$ cat src/rtl/seg7_scan_driver_if.sv
// Host-side bus for the seven-segment scan driver: digit codes in, pin drive out.
interface seg7_scan_driver_if;
  logic [31:0] iDigits;
  logic [6:0]  oLed;
  logic [7:0]  oEn;
  logic        oTick;

  modport master (output iDigits, input oLed, input oEn, input oTick);
  modport slave  (input iDigits, output oLed, output oEn, output oTick);
endinterface

$ cat src/rtl/seg7_scan_driver.sv
// Eight-digit common-anode seven-segment scan driver: divides the clock to a
// per-digit dwell of TIME cycles and decodes the selected nibble to segments.
module seg7_scan_driver #(
  parameter int unsigned TIME = 200000
) (
  input  logic              iClk,
  input  logic              iRst,
  seg7_scan_driver_if.slave bus
);

  localparam int unsigned     DW       = (TIME > 1) ? $clog2(TIME) : 1;
  localparam logic [DW-1:0]   DIV_LAST = DW'(TIME - 1);

  logic [DW-1:0] div;
  logic [2:0]    idx;
  logic          tick;
  logic [3:0]    code;
  logic [6:0]    led;
  logic [7:0]    en;

  // With TIME = 1 the divider is a constant zero, so tick stays high.
  assign tick = (div == DIV_LAST);

  always_ff @(posedge iClk or posedge iRst) begin
    if (iRst) begin
      div <= '0;
      idx <= '0;
    end else if (tick) begin
      div <= '0;
      idx <= idx + 3'd1;
    end else begin
      div <= div + DW'(1);
    end
  end

  always_comb begin
    code = bus.iDigits[{idx, 2'b00} +: 4];
    en   = ~(8'b0000_0001 << idx);
  end

  always_comb begin
    led = '1;
    case (code)
      4'h0: led = 7'h40;
      4'h1: led = 7'h79;
      4'h2: led = 7'h24;
      4'h3: led = 7'h30;
      4'h4: led = 7'h19;
      4'h5: led = 7'h12;
      4'h6: led = 7'h02;
      4'h7: led = 7'h78;
      4'h8: led = 7'h00;
      4'h9: led = 7'h10;
      4'hA: led = 7'h08;
      4'hB: led = 7'h03;
      4'hC: led = 7'h46;
      4'hD: led = 7'h21;
      4'hE: led = 7'h06;
      4'hF: led = 7'h7F;
      default: led = '1;
    endcase
  end

  assign bus.oLed  = led;
  assign bus.oEn   = en;
  assign bus.oTick = tick;

endmodule

$ cat src/flat_wrapper.sv
// flat-port wrapper written by rule: the top's interface ports become plain ports
module seg7_scan_driver_flat 
#(
  parameter int unsigned TIME = 200000
)
  (iClk, iRst, bus_iDigits, bus_oLed, bus_oEn, bus_oTick);
  seg7_scan_driver_if bus_i ();
  input  logic iClk;
  input  logic iRst;
  input wire logic [$bits(bus_i.iDigits)-1:0] bus_iDigits;
  output wire logic [$bits(bus_i.oLed)-1:0] bus_oLed;
  output wire logic [$bits(bus_i.oEn)-1:0] bus_oEn;
  output wire logic [$bits(bus_i.oTick)-1:0] bus_oTick;
  assign bus_i.iDigits = bus_iDigits;
  assign bus_oLed = bus_i.oLed;
  assign bus_oEn = bus_i.oEn;
  assign bus_oTick = bus_i.oTick;
  seg7_scan_driver #(.TIME(TIME)) u_core (.iClk(iClk), .iRst(iRst), .bus(bus_i));
endmodule
$ cat config.mk
export PLATFORM = sky130hd
export DESIGN_NAME = seg7_scan_driver_flat
export DESIGN_NICKNAME = d
export VERILOG_FILES = /design/src/rtl/seg7_scan_driver_if.sv /design/src/rtl/seg7_scan_driver.sv /design/src/flat_wrapper.sv
export SDC_FILE = /design/constraint.sdc
export NUM_CORES = 1
export LEC_CHECK = 0
export ABC_AREA = 1
export BUFFER_PORTS_ARGS = -buffer_cell sky130_fd_sc_hd__buf_2
export CAP_MARGIN = 0
export CORE_MARGIN = 2
export CORE_UTILIZATION = 58
export CTS_CLUSTER_SIZE = 20
export DETAILED_ROUTE_END_ITERATION = 7
export MAX_ROUTING_LAYER = met4
export PLACE_DENSITY = 0.86
export SETUP_SLACK_MARGIN = 0.05
export SLEW_MARGIN = 20
export SYNTH_ARGS = -nofsm -noshare
export SYNTH_HDL_FRONTEND = slang
export SYNTH_SLANG_ARGS = --single-unit
export TNS_END_PERCENT = 10
$ cat constraint.sdc
create_clock -name iClk -period 2.6 [get_ports iClk]
set_input_delay 0.26 -clock iClk [delete_from_list [all_inputs] [get_ports iClk]]
set_output_delay 0.26 -clock iClk [all_outputs]
set_load 0.01 [all_outputs]
# Word level (Yosys, flattened, before mapping)
# Memories as Yosys holds them, arrays and structs flattened.
# Cells that the tools add are included.
# Widths: inputs -> output; s select.
[op_classes] shifts=2 n_bitwise=1 addsub=2 n_eq_ne=1 n_mux=1
[op_table] cell="$shiftx 32x6->4" count=1
[op_table] cell="$add 18x1->18 const B" count=1
[op_table] cell="$eq 18x18->1 const B" count=1
[op_table] cell="$mux 18" count=1
[op_table] cell="$not 8->8" count=1
[op_table] cell="$shl 1x3->8 const A" count=1
[op_table] cell="$add 3x1->3 const B" count=1
[totals] mem_count=1 romBits=112 ff_bits=21
[memory_table] memory="(name not given)" words=16 word_bits=7 rd=1 rd_ports_with_merged_regs=0 write_ports=0 line="seg7_scan_driver.sv:43" rtl="case (code)"

# Logic depth before layout (Yosys ltp)
[depth] depth_word=2 ltp_mapped=14 mapped_depth_nobuf=12

# Least setup slack after synthesis
# No wires, ideal clock.
[synth_path] path_kind="register -> output" start="register u_core.idx[0]" end="output port bus_oLed[6]" path_stages_with_launch=13 slack_ns=0.754 n_path_buf=2 t_required_ns=2.340 arrival_time_ns=1.586 path_cell_list="dfrtp_1 buf_6 inv_4 buf_6 nand2_1 nand2_1 nand2_1 nand3_1 nand2_2 ha_1 nor2_1 nand2_1 nand2_1"
[synth_between] elab_chain_len=2
[synth_rtl] element="start, declared" line="seg7_scan_driver.sv:15" rtl="logic [2:0] idx;"
[synth_rtl] element="start signal, assigned" line="seg7_scan_driver.sv:30" rtl="idx <= idx + 3'd1;"
[synth_rtl] element="$shiftx 32x6->4" line="seg7_scan_driver.sv:37" rtl="code = bus.iDigits[{idx, 2'b00} +: 4];"
[synth_rtl] element="$mem_v2 16x7"
[synth_rtl] element="end, declared" line="flat_wrapper.sv:11" rtl="output wire logic [$bits(bus_i.oLed)-1:0] bus_oLed;"
# No other way between the ends.

# Final worst setup path
[layout_path] start="register u_core.idx[0]" end="output port bus_oLed[5]"
# The elaborated chain is that of the path after synthesis.

==> results.md <==
- Cell Int Power: 0.429 mW
- Synth cell types: 34
- Initial antenna violation count: 0
- Via count: 1908
- Antenna Violating Nets Remaining: 0
- Part of the power in registers: 55.6%
- Sw power: 0.158 mW
- Critical Path Source Type: register
- Async SR Flop Fraction: 100%
- Top cells by area, synth: dfrtp_1 27%, nand2_1 19%, inv_1 9.4%, nand3_1 7.9%, ha_1 7.7%
- Num rows: 21
- Setup violations, final: 0
- Mean routed wirelength per cell: 10.6 um
- Crit. End Element: output pin
- Grt ovf: 0
- Worst path arrival time: 2090 ps
- Longest Clk Path Bufs: 2
- Unrepaired setup endpoints after global routing: false
- Max Cap Viol: 0
- DRC: 0
- Die ar.: 0.00385 mm2
- Worst-Skew Late Latency: 300 ps
- # IOs: 50
- Root Buffer: clkbuf_4
- Post-synthesis area per instance: 6.60 um2
- GRT Resource Usage Total: 24.2%
- Finished Layout Cells: 391
- Via density: 4.88
- Initial Util: 59.5%
- Num Clock Sinks: 21
- Syn Nets: 342
- Register bit total from synthesis: 21
- Core area: 0.00328 mm2
- CTS resizes: 0
- Comb pwr share: 18.2%
- Final core occ: 68.5%
- DR pass1 iterations: 5
- Clock-pin slew on the worst setup and hold paths: 120 ps
- Switching share of power: 26.8%
- Maximum vdd drop: 0.326 mV
- Slew Viols, Final: 0
- Leak pwr: 1.30 nW
- Port Buffers: 49
- Number of diodes: 0
- Gpl congestion: 0.919
- Final nets: 392
- Min Tclk post-route: 2350 ps
- Global-route wire length before repair: 6820 um
- Placed cell count: 387
- Hold violation total from the final report: 0
- Starting DRT DRC Count: 172
- Final hold slack: 79.2 ps
- Slew @ Worst Pin: 778 ps
- Seq/Total Area, Yosys: 26.9%
- Mapped Area: 0.00195 mm2
- Hold buffers post-CTS: 0
- Clk pwr share: 26.2%
- Worst-path fanout max: 15
- Setup TNS: 0 ps
- Area share of the largest cell type after synthesis: 26.9%
- PD cells: 261 mW/mm2
- CP startpoint: u_core.idx[0]
- Post-synth EDFFs: 0
- Die height: 62.1 um
- Worst path required time: 2340 ps
- Vias in the first global route: 1676
- Reg2reg setup slack: 990 ps
- Min-delay worst type: primary input to async pin
- RR Startpoint: u_core.div[0]
- Part of the cycle the worst path needs: 90.5%
- Largest net degree at the start of global routing: 22
- Die Width: 62.1 um
- Synth warn: 0
- Status: finished clean
- Area grow syn2layout: 15.0%
- CTS Buf Count: 3
- Setup CP Type: register to output pin
- Worst Skew: 10.0 ps
- FMAX: 425 MHz
- Post-Syn Instances: 296
- Leading area contributor after synthesis: dfrtp_1
- CTS tree: yes
- Final WL: 4160 um
- Share of layout cells above drive strength 1: 23.8%
- Commonest register cell after synthesis: dfrtp_1
- Htree depth: 1
- Worst slew margin: 48.1%
- Setup bufs post-CTS: 0
- Final HPWL DP: 3280 um
==> cells in the mapped netlist, types with 2 or more instances <==
cell type,count
nand2_1,98
inv_1,49
nand3_1,31
nor2_1,23
dfrtp_1,21
ha_1,12
xor2_1,9
nand2_2,5
nand4_1,5
o21ai_1,5
nor3_1,4
buf_6,3
nor2_4,3
o21ai_2,3
inv_2,2
inv_4,2
nand3_2,2
nor3_2,2
xnor2_1,2
==> cell families after synthesis <==
logic type / count (synthesis) / share of synthesized area [%]
compound gates: 12 / 4.10
flops: 21 / 26.9
buf+inv: 59 / 13.3
xor+xnor: 11 / 4.93
simple gates: 181 / 43.2
fa+ha+maj: 12 / 7.68
==> final timing paths <==
path	depth (start not counted)	to
setup / recovery	12	bus_oLed[5]
hold / removal	2	u_core.div[10]
setup reg to reg	8	u_core.div[8]
hold reg to reg	1	u_core.div[0]
max in group asynchronous	2	u_core.idx[1]
min in group iClk	1	u_core.div[0]
==> critical path: stages (launching register included) <==
cell and delay (ps):
dfrtp_2 450, buf_4 220, nand2_1 80, nand3_1 80, nand3_1 110, nand2_2 150
inv_1 70, ha_1 210, nand2_1 130, nand2_1 70, nand2_1 50, nand2_1 50
buf_2 130
==> metal layers <==
metal	wire, um	track usage, %	vias to the layer above
met5	0	-	-
met4	47	6.08	0
met3	275	1.45	8
met2	2140	44.5	77
met1	1700	28.4	815
li1	-	-	1008
==> cell type report <==
class | count | area, um2
clock inverter | 1 | 5.00
tap | 46 | 57.6
sequential | 21 | 528
multi-input combinational | 216 | 1170
inverter | 54 | 213
fill | 306 | 1040
clock buffer | 3 | 22.5
timing repair buffer | 50 | 253
==> sequential cells by signal, summed over array words and instances (netlist names) <==
register	cells
u_core.div	18
u_core.idx	3
==> power groups by stage <==
stage / logic, mW / registers (mW) / clock network [mW]
5_1_grt: 0.124 / 0.327 / 0.169
3_3_place_gp: 0.105 / 0.333 / 0
4_1_cts: 0.107 / 0.327 / 0.161
2_1_floorplan: 0.0617 / 0.333 / 0
3_5_place_dp: 0.106 / 0.333 / 0
6_report: 0.107 / 0.326 / 0.154
==> placed cells by master, fill, tap and decap left out, types with 4 or more instances in the layout <==
master	count
buf_2	49
dfrtp_1	19
ha_1	12
inv_1	49
nand2_1	98
nand2_2	5
nand3_1	31
nand4_1	5
nor2_1	23
nor3_1	4
o21ai_1	5
xor2_1	9
==> through the flow <==
step	setup WS [ps]	power (mW)	cell area, um2
after floorplan	754	0.395	1950
after global placement	577	0.438	2220
after detailed placement	532	0.439	2220
after CTS	177	0.594	2250
after global routing	75.3	0.619	2250
final	247	0.587	2250
Power figures use the tool's default switching activity.
